[src/rtl/pipe_pkg.sv]
// ============================================================================
// Module      : pipe_pkg
// Description : Shared types, encodings and helpers for the pipeline hazard unit.
// Revision    : 1.0 - initial release
// ============================================================================
`default_nettype none

package pipe_pkg;

  // Record field widths; the hazard unit's REG_AW / T_W must not exceed these.
  localparam int PIPE_REG_AW = 5;
  localparam int PIPE_T_W    = 2;

  localparam logic [1:0] FWD_RF = 2'd0;
  localparam logic [1:0] FWD_W  = 2'd1;
  localparam logic [1:0] FWD_M  = 2'd2;
  localparam logic [1:0] FWD_E  = 2'd3;

  localparam logic [PIPE_T_W-1:0] TUSE_NONE = PIPE_T_W'(3);

  typedef struct packed {
    logic                   valid;
    logic [PIPE_REG_AW-1:0] rs;
    logic [PIPE_REG_AW-1:0] rt;
    logic [PIPE_REG_AW-1:0] a3;
    logic [PIPE_T_W-1:0]    tnew;
    logic                   wr;
  } stage_rec_t;

  localparam stage_rec_t REC_NONE = '0;

  function automatic logic [PIPE_T_W-1:0] sat_dec(input logic [PIPE_T_W-1:0] t);
    return (t == '0) ? '0 : t - 1'b1;
  endfunction

  function automatic logic rec_match(input stage_rec_t r, input logic [PIPE_REG_AW-1:0] src);
    return r.valid && r.wr && (r.a3 != '0) && (r.a3 == src);
  endfunction

  function automatic logic rec_hazard(input stage_rec_t r,
                                      input logic [PIPE_REG_AW-1:0] src,
                                      input logic [PIPE_T_W-1:0] tuse);
    return (tuse != TUSE_NONE) && rec_match(r, src) && (tuse < r.tnew);
  endfunction

  // The nearest matching producer decides: it forwards when ready, otherwise
  // it shadows older (stale) copies and the select stays at FWD_RF.
  function automatic logic [1:0] fwd_pick(input stage_rec_t e,
                                          input stage_rec_t m,
                                          input stage_rec_t w,
                                          input logic [PIPE_REG_AW-1:0] src);
    if (rec_match(e, src)) return (e.tnew == '0) ? FWD_E : FWD_RF;
    if (rec_match(m, src)) return (m.tnew == '0) ? FWD_M : FWD_RF;
    if (rec_match(w, src)) return (w.tnew == '0) ? FWD_W : FWD_RF;
    return FWD_RF;
  endfunction

endpackage

`default_nettype wire

[src/rtl/md_busy_ctr.sv]
// ============================================================================
// Module      : md_busy_ctr
// Description : Mult/div busy counter; loads the unit latency on issue, counts to 0.
// Revision    : 1.0 - initial release
// ============================================================================
`default_nettype none

module md_busy_ctr #(
  parameter int MULT_CYCLES = 5,
  parameter int DIV_CYCLES  = 10,
  parameter int CNT_W       = 4
) (
  input  logic clk,
  input  logic reset,
  input  logic load_i,
  input  logic div_i,
  output logic busy_o
);

  localparam logic [CNT_W-1:0] MULT_LOAD = CNT_W'(MULT_CYCLES);
  localparam logic [CNT_W-1:0] DIV_LOAD  = CNT_W'(DIV_CYCLES);

  logic [CNT_W-1:0] cnt_q, cnt_d;
  logic             busy_q;

  always_comb begin
    cnt_d = cnt_q;
    if (load_i) begin
      cnt_d = div_i ? DIV_LOAD : MULT_LOAD;
    end else if (cnt_q != '0) begin
      cnt_d = cnt_q - 1'b1;
    end
  end

  always_ff @(posedge clk) begin
    if (reset) begin
      cnt_q  <= '0;
      busy_q <= 1'b0;
    end else begin
      cnt_q  <= cnt_d;
      busy_q <= (cnt_d != '0);
    end
  end

  assign busy_o = busy_q;

endmodule

`default_nettype wire

[src/rtl/hazard_unit.sv]
// ============================================================================
// Module      : hazard_unit
// Description : Stall/bubble and forwarding control for the 5-stage pipeline.
// Revision    : 1.0 - initial release
// ============================================================================
`default_nettype none

module hazard_unit
  import pipe_pkg::*;
#(
  parameter int REG_AW      = PIPE_REG_AW,
  parameter int T_W         = PIPE_T_W,
  parameter int MULT_CYCLES = 5,
  parameter int DIV_CYCLES  = 10,
  parameter int CNT_W       = 4
) (
  input  logic              clk,
  input  logic              reset,
  input  logic [REG_AW-1:0] rsD,
  input  logic [REG_AW-1:0] rtD,
  input  logic [T_W-1:0]    tuse_rsD,
  input  logic [T_W-1:0]    tuse_rtD,
  input  logic [REG_AW-1:0] a3D,
  input  logic [T_W-1:0]    tnewD,
  input  logic              reg_writeD,
  input  logic              md_startD,
  input  logic              md_divD,
  input  logic              md_useD,
  output logic              stallD,
  output logic              flushE,
  output logic [1:0]        fwd_rsD,
  output logic [1:0]        fwd_rtD,
  output logic [1:0]        fwd_rsE,
  output logic [1:0]        fwd_rtE,
  output logic              fwd_rtM,
  output logic              md_busy
);

  stage_rec_t e_q, e_d, m_q, m_d, w_q, w_d;

  logic [PIPE_REG_AW-1:0] rs_src, rt_src;
  logic [PIPE_T_W-1:0]    tuse_rs, tuse_rt;
  logic                   data_stall;
  logic                   unused_rec_bits;

  assign rs_src  = PIPE_REG_AW'(rsD);
  assign rt_src  = PIPE_REG_AW'(rtD);
  assign tuse_rs = PIPE_T_W'(tuse_rsD);
  assign tuse_rt = PIPE_T_W'(tuse_rtD);

  // W results are always ready by the time a consumer could stall on them.
  always_comb begin
    data_stall = rec_hazard(e_q, rs_src, tuse_rs) | rec_hazard(e_q, rt_src, tuse_rt) |
                 rec_hazard(m_q, rs_src, tuse_rs) | rec_hazard(m_q, rt_src, tuse_rt);
    stallD  = data_stall | (md_useD & md_busy);
    flushE  = stallD;
    fwd_rsD = fwd_pick(e_q, m_q, w_q, rs_src);
    fwd_rtD = fwd_pick(e_q, m_q, w_q, rt_src);
    fwd_rsE = fwd_pick(REC_NONE, m_q, w_q, e_q.rs);
    fwd_rtE = fwd_pick(REC_NONE, m_q, w_q, e_q.rt);
    fwd_rtM = (fwd_pick(REC_NONE, REC_NONE, w_q, m_q.rt) == FWD_W);
  end

  always_comb begin
    w_d      = m_q;
    w_d.tnew = sat_dec(m_q.tnew);
    m_d      = e_q;
    m_d.tnew = sat_dec(e_q.tnew);
    e_d      = REC_NONE;
    if (!stallD) begin
      e_d.valid = 1'b1;
      e_d.rs    = rs_src;
      e_d.rt    = rt_src;
      e_d.a3    = PIPE_REG_AW'(a3D);
      e_d.tnew  = sat_dec(PIPE_T_W'(tnewD));
      e_d.wr    = reg_writeD;
    end
  end

  always_ff @(posedge clk) begin
    if (reset) begin
      e_q <= REC_NONE;
      m_q <= REC_NONE;
      w_q <= REC_NONE;
    end else begin
      e_q <= e_d;
      m_q <= m_d;
      w_q <= w_d;
    end
  end

  // Source fields of the older records are carried along but never consulted.
  assign unused_rec_bits = ^{m_q.rs, w_q.rs, w_q.rt};

  md_busy_ctr #(
    .MULT_CYCLES (MULT_CYCLES),
    .DIV_CYCLES  (DIV_CYCLES),
    .CNT_W       (CNT_W)
  ) u_md_busy_ctr (
    .clk    (clk),
    .reset  (reset),
    .load_i (md_startD & ~stallD),
    .div_i  (md_divD),
    .busy_o (md_busy)
  );

endmodule

`default_nettype wire

[config.mk]
export PLATFORM = sky130hd
export DESIGN_NAME = hazard_unit
export DESIGN_NICKNAME = d
export VERILOG_FILES = /design/src/rtl/pipe_pkg.sv /design/src/rtl/md_busy_ctr.sv /design/src/rtl/hazard_unit.sv
export SDC_FILE = /design/constraint.sdc
export NUM_CORES = 1
export LEC_CHECK = 0
export ABC_AREA = 1
export BUFFER_PORTS_ARGS = -buffer_cell sky130_fd_sc_hd__buf_4
export CORE_MARGIN = 5
export CORE_UTILIZATION = 54
export CTS_CLUSTER_SIZE = 24
export DETAILED_ROUTE_END_ITERATION = 10
export GPL_ROUTABILITY_DRIVEN = 0
export GPL_TIMING_DRIVEN = 0
export HOLD_SLACK_MARGIN = 0.06
export PLACE_DENSITY = 0.76
export SYNTH_ARGS = -nofsm -noshare
export SYNTH_HDL_FRONTEND = slang
export SYNTH_SLANG_ARGS = --single-unit
export TNS_END_PERCENT = 30
[constraint.sdc]
create_clock -name clk -period 2.2 [get_ports clk]
set_input_delay 0 -clock clk [delete_from_list [all_inputs] [get_ports clk]]
set_output_delay 0 -clock clk [all_outputs]
set_load 0.01 [all_outputs]
**Yosys cells after proc, flatten, opt, wreduce, memory -nomap -nowiden**

Cells that the tools add are included.

- $add $sub $neg: 4
- Magnitude comparators: 4
- Equal/unequal tests: 14
- Muxes and demuxes: 49
- Bitwise logic cells: 7
- Reduce and logical (&&, ||, !) cells: 38

Operators with widths:

| kind | number |
|---|---|
| $eq 5x5->1 | 11 |
| $mux 2 | 25 |
| $logic_and 1x1->1 | 25 |
| $mux 1 | 20 |
| $mux 19 | 1 |
| $reduce_bool 5->1 | 3 |
| $mux 4 | 3 |
| $logic_not 2->1 | 4 |
| $lt 2x2->1 | 4 |
| $reduce_bool 4->1 | 2 |
| $reduce_or 2->1 | 3 |
| $sub 2x1->2 const B | 3 |
| $ne 2x2->1 const B | 2 |
| $or 1x1->1 | 4 |
| $sub 4x1->4 const B | 1 |
| $reduce_or 3->1 | 1 |
| $and 1x1->1 | 2 |
| $eq 2x1->1 const B | 1 |
| $not 1->1 | 1 |

- Register bits after elaboration: 47
- Bits of input ports: 27

**Logic depth before layout (Yosys ltp)**

Gate-level depths: netlist (run 1).

- Depth in word-level cells: 13
- Depth in mapped cells: 14
- Depth with buffers taken out: 13

**Hierarchy**

A second synthesis (run 1) with hierarchy kept.

- Cell total of the unflattened synthesis: 378
- Area total of the unflattened synthesis: 2,650.0 µm²

Modules (own cells, without submodules):

| module | instances | cells each | area an instance (µm²) |
|---|---|---|---|
| hazard_unit | 1 | 336 | 2,357.3 |
| md_busy_ctr | 1 | 42 | 292.8 |

**Worst setup path before layout (run 1)**

No wires, ideal clock.

- Path type: reg2reg
- From: register m_q[2] (netlist name)
- To: register e_q[0] (netlist name)
- Library setup time: 116 ps
- Arrival: 1,476 ps
- Data required time: 2,084 ps
- Slack: 608 ps
- Stages on the path, launching flop included: 12
- Buffers on the path: 1
- Cell sequence: dfxtp_1 inv_1 ha_1 a21oi_1 nand3_2 nand2_1 nand2_2 nand3_4 nor2_4 inv_2 buf_2 nor2_1

- Longest elaborated chain between the ends: 6

RTL lines:

| item | RTL line | text |
|---|---|---|
| start: declaration | hazard_unit.sv:39 | `stage_rec_t e_q, e_d, m_q, m_d, w_q, w_d;` |
| start signal: assignment | hazard_unit.sv:87 | `m_q <= m_d;` |
| $lt 2x2->1 | pipe_pkg.sv:43 | `return (tuse != TUSE_NONE) && rec_match(r, src) && (tuse < r.tnew);` |
| $logic_and 1x1->1 | pipe_pkg.sv:43 |  |
| $or 1x1->1 | hazard_unit.sv:53 | `data_stall = rec_hazard(e_q, rs_src, tuse_rs) \| rec_hazard(e_q, rt_src, tuse_rt) \|` |
| $or 1x1->1 * | hazard_unit.sv:54 | `rec_hazard(m_q, rs_src, tuse_rs) \| rec_hazard(m_q, rt_src, tuse_rt);` |
| $or 1x1->1 * | hazard_unit.sv:55 | `stallD = data_stall \| (md_useD & md_busy);` |
| via flushE | hazard_unit.sv:30 | `output logic flushE,` |
| $reduce_or 2->1 (no line) * | - |  |
| end signal: assignment | hazard_unit.sv:82 | `e_q <= REC_NONE;` |
| end signal: assignment | hazard_unit.sv:86 | `e_q <= e_d;` |
| end: declaration | hazard_unit.sv:39 |  |

The timed path passes the listed nets; every way through them passes the cells marked *.
A chain may end at the register's enable or synchronous reset.

**Worst setup path after layout (run 1)**

- From: register m_q[2] (netlist name)
- To: register u_md_busy_ctr.cnt_q[2]

- Longest elaborated chain between the ends: 8

RTL lines:

| item | RTL line | text |
|---|---|---|
| $lt 2x2->1 | pipe_pkg.sv:43 |  |
| $logic_and 1x1->1 | pipe_pkg.sv:43 |  |
| $or 1x1->1 | hazard_unit.sv:53 |  |
| $or 1x1->1 * | hazard_unit.sv:54 |  |
| $or 1x1->1 * | hazard_unit.sv:55 |  |
| $not 1->1 * | hazard_unit.sv:102 | `.load_i (md_startD & ~stallD),` |
| $and 1x1->1 * | hazard_unit.sv:102 |  |
| $mux 4 * | md_busy_ctr.sv:28 | `if (load_i) begin` |
| end signal: assignment | md_busy_ctr.sv:40 | `cnt_q <= cnt_d;` |
| end: declaration | md_busy_ctr.sv:23 | `logic [CNT_W-1:0] cnt_q, cnt_d;` |

Every way passes the cells marked *; elsewhere a longest branch is shown, timed or not.

==> results.cfg, run 1 <==
[outcome]
outcome = finished, final reports clean

[sta]
finalSetupViolCount = 0
slew_viol_final = 0
fin_skew_ns = 0.00868
setup_tns_ns = 0
finalHoldViolations = 0
rsz0062_at_grt = no
fmax_ghz = 0.486
period_share_pct = 93.6
finalCriticalPeriod_ns = 2.06
worst_pin_slew_ns = 0.497
slew-limit-headroom_pct = 66.8

[synth]
synthCells = 359
yosys_register_bits = 47
netlist-cell-type-count = 38
syn_area_um2 = 2560
yosys_warnings = 0
synth_nets = 394
seq_area_frac_synth_pct = 36.7
syn_avg_cell_area_um2 = 7.14

[critical_path]
worst-setup-path-type = flip-flop to flip-flop
critical-path-max-stage-delay_ns = 0.57
crit_chain = inv_1 > ha_1 > a21oi_1 > nand4_2 > nand2_2 > nand2_4 > nand4_1 > dlygate4sd3_1 > nand2_1 > a21oi_1
worst-path-stages = 10
crit_family = buffers and inverters
arrival_ns = 2.30
reg2reg_depth = 10
crit_fanout = 4
startpoint_type = flip-flop
critical_path_required_ns = 2.44
endpoint_kind = flip-flop
cp_common_cell = a21oi_1
critPathSlowestCell = dlygate4sd3_1
path_buf_inv = 2

[route]
avgRoutedWirePerCell_um = 12.4
ant_nets = 0
wl_met2_um = 3050
via_count = 2355
wl_met1_um = 2480
first_pass_iters = 4
top_layer = met4
drc_errors = 0
via_per_inst = 4.95
wl_um = 5920
dr_wl_met3_um = 301
drtIter0Drc = 149

[die]
rows = 25
start_util_pct = 55.0
core-area_um2 = 4660
fp.dieW_um = 78.9
dieArea_um2 = 6220
dieHeight_um = 78.9
io_pins = 39

[clocking]
cts_root_buf = clkbuf_8
clock_latency_ns = 0.30
cts_tree = done
postCtsSetupRepairBufs = 0
cts_buffer_depth = 2
cts_sinks = 47
path_clk_slew_ns = 0.08
htreeDepth = 2
numCtsBuffers = 5

[final_layout]
area_growth_pct = 24.9
multi_input_area_um2 = 1320
layout.cells.most_common = inv_1
antenna_cells = 0
ff_latch_area_um2 = 942
drive_above_1_share_pct = 17.1
final_cell_mix = inv_1 (63), nand2_1 (60), nor2_1 (51), dfxtp_1 (46), buf_4 (38)
nets = 456
fill_cells = 413

[min_path]
min_path_cells = 4
hold_class = input pin to flip-flop

[power]
p_per_area_nw_per_um2 = 661
leakagePower_nw = 1.63
total_power_mw = 2.12
ir_drop_v = 0.000445

[place]
io_buffers = 37
hpwl_um = 4640

[run]
drv_cap = 0

[grt]
grt-ovfl-total = 0
grt_antenna_before_repair = 0
grt_usage_pct = 20.3
grt_max_degree = 16
grt_pass1_wl_um = 9980
grt_pass1_vias = 2273
metal layers:
metal / vias up / global-route usage (%)
li1: 1239 / -
met1: 1052 / 24.4
met2: 55 / 36.3
met3: 9 / 4.42
met4: 0 / 6.01
met5: - / 0
worst paths after layout:
| kind | end | from | slack, ns |
|---|---|---|---|
| worst min-delay path | e_q[18] | md_useD | 0.09 |
| worst max register to register | u_md_busy_ctr.cnt_q[2] | m_q[2] | 0.14 |
| worst min register to register | w_q[18] | m_q[18] | 0.42 |
| worst max-delay path | u_md_busy_ctr.cnt_q[2] | m_q[2] | 0.14 |
cells by family after synthesis:
logic type                 after synthesis  share of synthesized area [%]
muxes                                    1                          0.391
AOI/OAI and AO/OA                       27                           6.30
buffers and inverters                   78                           12.0
DFF                                     47                           36.7
xor gates and xnor gates                30                           10.3
and+or+nand+nor                        168                           30.5
adders and majority gates                8                           3.91
per-stage QoR:
step	hold slack (ns)	instances	setup slack (ns)	instance area [um2]	util (%)
after CTS	0.0829	479	0.0814	3210	68.8
after global routing	0.0995	476	0.00592	3200	68.7
after global placement	0.167	450	0.331	2910	62.4
after detailed placement	0.172	450	0.340	2910	62.4
after floorplan	0.0667	359	0.608	2560	-
final	0.0945	476	0.141	3200	68.7
tightest hold or removal path, delay by kind of cell:
family	cells	cell delay [ns]
and+or+nand+nor	3	0.27
buffers and inverters	1	0.07
layout make-up:
class                           instances  area share, %
Timing Repair Buffer                   58           15.2
Buffer                                  7           1.25
Clock buffer                            5           2.15
Tap cell                               54           2.11
Multi-Input combinational cell        234           41.2
Inverter                               68           7.97
Clock inverter                          3          0.625
Sequential cell                        47           29.4
sequential cells by signal (all words and copies together) (netlist names):
| name | flops |
|---|---|
| w_q | 9 |
| u_md_busy_ctr.busy_o | 1 |
| u_md_busy_ctr.cnt_q | 4 |
| m_q | 14 |
| e_q | 19 |
cells in the mapped netlist:
master,count,area (um2)
inv_2,4,15.0
a21oi_1,14,70.1
a2111oi_0,1,8.76
nand3_4,1,17.5
xor2_1,20,175
buf_6,1,11.3
or2_2,3,18.8
a221oi_1,1,8.76
xnor2_1,10,87.6
buf_4,1,7.51
inv_1,63,236
nor2_2,4,25.0
buf_2,2,10.0
or2_4,1,8.76
o22ai_1,5,31.3
ha_1,8,100
nor2_4,1,11.3
clkbuf_1,6,22.5
mux2i_1,1,10.0
dfxtp_1,47,941
o31ai_1,1,7.51
nand3_1,18,90.1
o41ai_1,1,8.76
nand4_2,1,12.5
o21ai_0,2,10.0
nand3_2,2,20.0
clkinv_1,1,3.75
nor3_1,10,50.1
and2_1,1,6.26
nand2_2,2,12.5
nand4_1,6,37.5
nor2_1,51,191
o211ai_1,1,7.51
nand2_4,2,22.5
and3_1,1,6.26
nor4_1,4,25.0
o2111ai_1,1,8.76
nand2_1,60,225
what timing repair did:
| action | CTS | global route |
|---|---|---|
| hold buffers | 21 | 0 |
| setup endpoints to repair | 0 | 2 |
| hold endpoints to repair | 20 | 0 |
| resized for setup | 0 | 2 |
where the power goes:
| group | internal, mW | switching [mW] |
|---|---|---|
| Sequential | 0.939 | 0.0700 |
| Combinational | 0.270 | 0.326 |
| Clock | 0.221 | 0.289 |
No activity file was read; power rests on OpenSTA's default activity.
==> run 2, diff against run 1 <==
ABC_CLOCK_PERIOD_IN_PS = 2200   (was unset)
CORE_UTILIZATION = 50   (was 54)
PLACE_DENSITY = 0.72   (was 0.76)
==> results.cfg, run 2 (synthesis results as in run 1) <==
[sta]
worst_pin_slew_ns = 0.520
finalCriticalPeriod_ns = 2.03
holdWs_ns = 0.0890
finalSetupViolCount = 0
fmax_ghz = 0.492
rsz0062_at_grt = yes
finalHoldViolations = 0
slew_viol_final = 0
slew-limit-headroom_pct = 65.3
fin_skew_ns = 0.00784
period_share_pct = 92.3
layout_setup_ws_ns = 0.169
setup_tns_ns = 0

[final_layout]
multi_input_area_um2 = 1330
top_regs = e_q (19), m_q (14), w_q (9)
final_cell_mix = inv_1 (63), nand2_1 (60), nor2_1 (50), dfxtp_1 (45), buf_4 (38)
nets = 456
layout.cells.most_common = inv_1
largest_reg_flops = 19
fin_util_pct = 64.7
antenna_cells = 0
drive_above_1_share_pct = 18.0
fill_cells = 454
top_register = e_q
area_growth_pct = 27.3
ff_latch_area_um2 = 943

[clocking]
cts_tree = done
cts_sinks = 47
numCtsBuffers = 5
path_clk_slew_ns = 0.08
clock_latency_ns = 0.30
cts_root_buf = clkbuf_8
htreeDepth = 2
cts_buffer_depth = 2

[min_path]
min_path_cells = 4
whs_endpoint = e_q[18]
hold_class = input pin to flip-flop
worstHoldStart = md_useD

[power]
switching_power_mw = 0.688
p_seq_share_pct = 44.6
p_int_mw = 1.58
p_clk_share_pct = 28.7
p_comb_share_pct = 26.8
p_per_area_nw_per_um2 = 695
ir_drop_v = 0.000430
leakagePower_nw = 1.65
swShare_pct = 30.3

[critical_path]
reg2reg_from = e_q[2]
arrival_ns = 2.26
startpoint_type = flip-flop
critical_path_required_ns = 2.43
crit_start = e_q[2]
worst-setup-path-type = flip-flop to flip-flop
reg2reg_depth = 10
rr_endpoint = u_md_busy_ctr.cnt_q[2]
crit_fanout = 4
endpoint_kind = flip-flop
reg2reg_slack_ns = 0.17

[die]
core-area_um2 = 5040
io_pins = 39
start_util_pct = 50.8
dieArea_um2 = 6660
rows = 26
dieHeight_um = 81.6
fp.dieW_um = 81.6

[route]
via_count = 2393
first_pass_iters = 4
drc_errors = 0
avgRoutedWirePerCell_um = 12.5
via_per_inst = 4.86
ant_nets = 0
drtIter0Drc = 154
wl_um = 6140

[grt]
grt_pass1_wl_um = 10400
grt_antenna_before_repair = 0
grt_max_degree = 15
grt-ovfl-total = 0
grt_usage_pct = 20.4
grt_pass1_vias = 2274

[place]
hpwl_um = 4790
io_buffers = 37
pre_cts_ws_ns = 0.284

[run]
drv_cap = 0

[outcome]
outcome = finished, final reports clean
run 2: changes by cell type in the layout (fill, tap and decap cells not counted), sizes merged:
cell / delta
bufinv: +1
clkinv: -1
clkinvlp: -1
clkbuf: +1
run 2: final cells by class:
class	instances	share of cell area, %
buffer	7	1.23
clock buffer	6	2.53
clock inverter	2	1.07
inverter	68	7.94
multi-input combinational	234	40.7
sequential	47	28.9
tap	70	2.69
timing repair buffer	58	15.0
run 2: power groups by stage:
stage | sequential (mW) | combinational [mW] | clock, mW
5_1_grt | 1.02 | 0.685 | 0.702
3_5_place_dp | 1.02 | 0.578 | 0
6_report | 1.01 | 0.606 | 0.650
2_1_floorplan | 1.01 | 0.400 | 0
3_3_place_gp | 1.02 | 0.556 | 0
4_1_cts | 1.00 | 0.612 | 0.661
run 2: critical path: stages, from the launching register on:
cell and delay, ns:
dfxtp_1 0.32, inv_1 0.07, ha_1 0.28, a21oi_1 0.18
nand3_1 0.13, nand2_2 0.11, nand2_4 0.07, nand4_1 0.10
dlygate4sd3_1 0.56, nand2_1 0.05, a21oi_1 0.10
run 2: metal layers:
metal,routed length [um],GRT usage [%],up-vias
met4,103,5.65,0
met2,3060,36.5,67
met5,0,0,-
met1,2680,25.1,1080
li1,-,-,1235
met3,295,3.73,11
run 2: worst max path at each step:
stage,end,slack (ns),cells past startpoint
after floorplan,e_q[0],0.61,11
after global placement,e_q[9],0.30,14
after detailed placement,e_q[9],0.28,14
after CTS,fwd_rsD[0],0.05,10
after global routing,u_md_busy_ctr.cnt_q[2],-0.004,13
final,u_md_busy_ctr.cnt_q[2],0.17,10
run 2: metrics by stage:
stage                     power (mW)  instance area, um2  cells
after floorplan                 1.41                2560    359
after global placement          1.58                2930    466
after detailed placement        1.60                2930    466
after CTS                       2.28                3260    495
after global routing            2.41                3260    492
final                           2.27                3260    492
run 2: repair_timing:
item                                   in CTS  in global routing
gates resized for setup                     0                  6
endpoints found under the hold margin      20                  0
setup endpoints to repair                   0                  3
hold buffers                               21                  0
buffers inserted                            0                  0
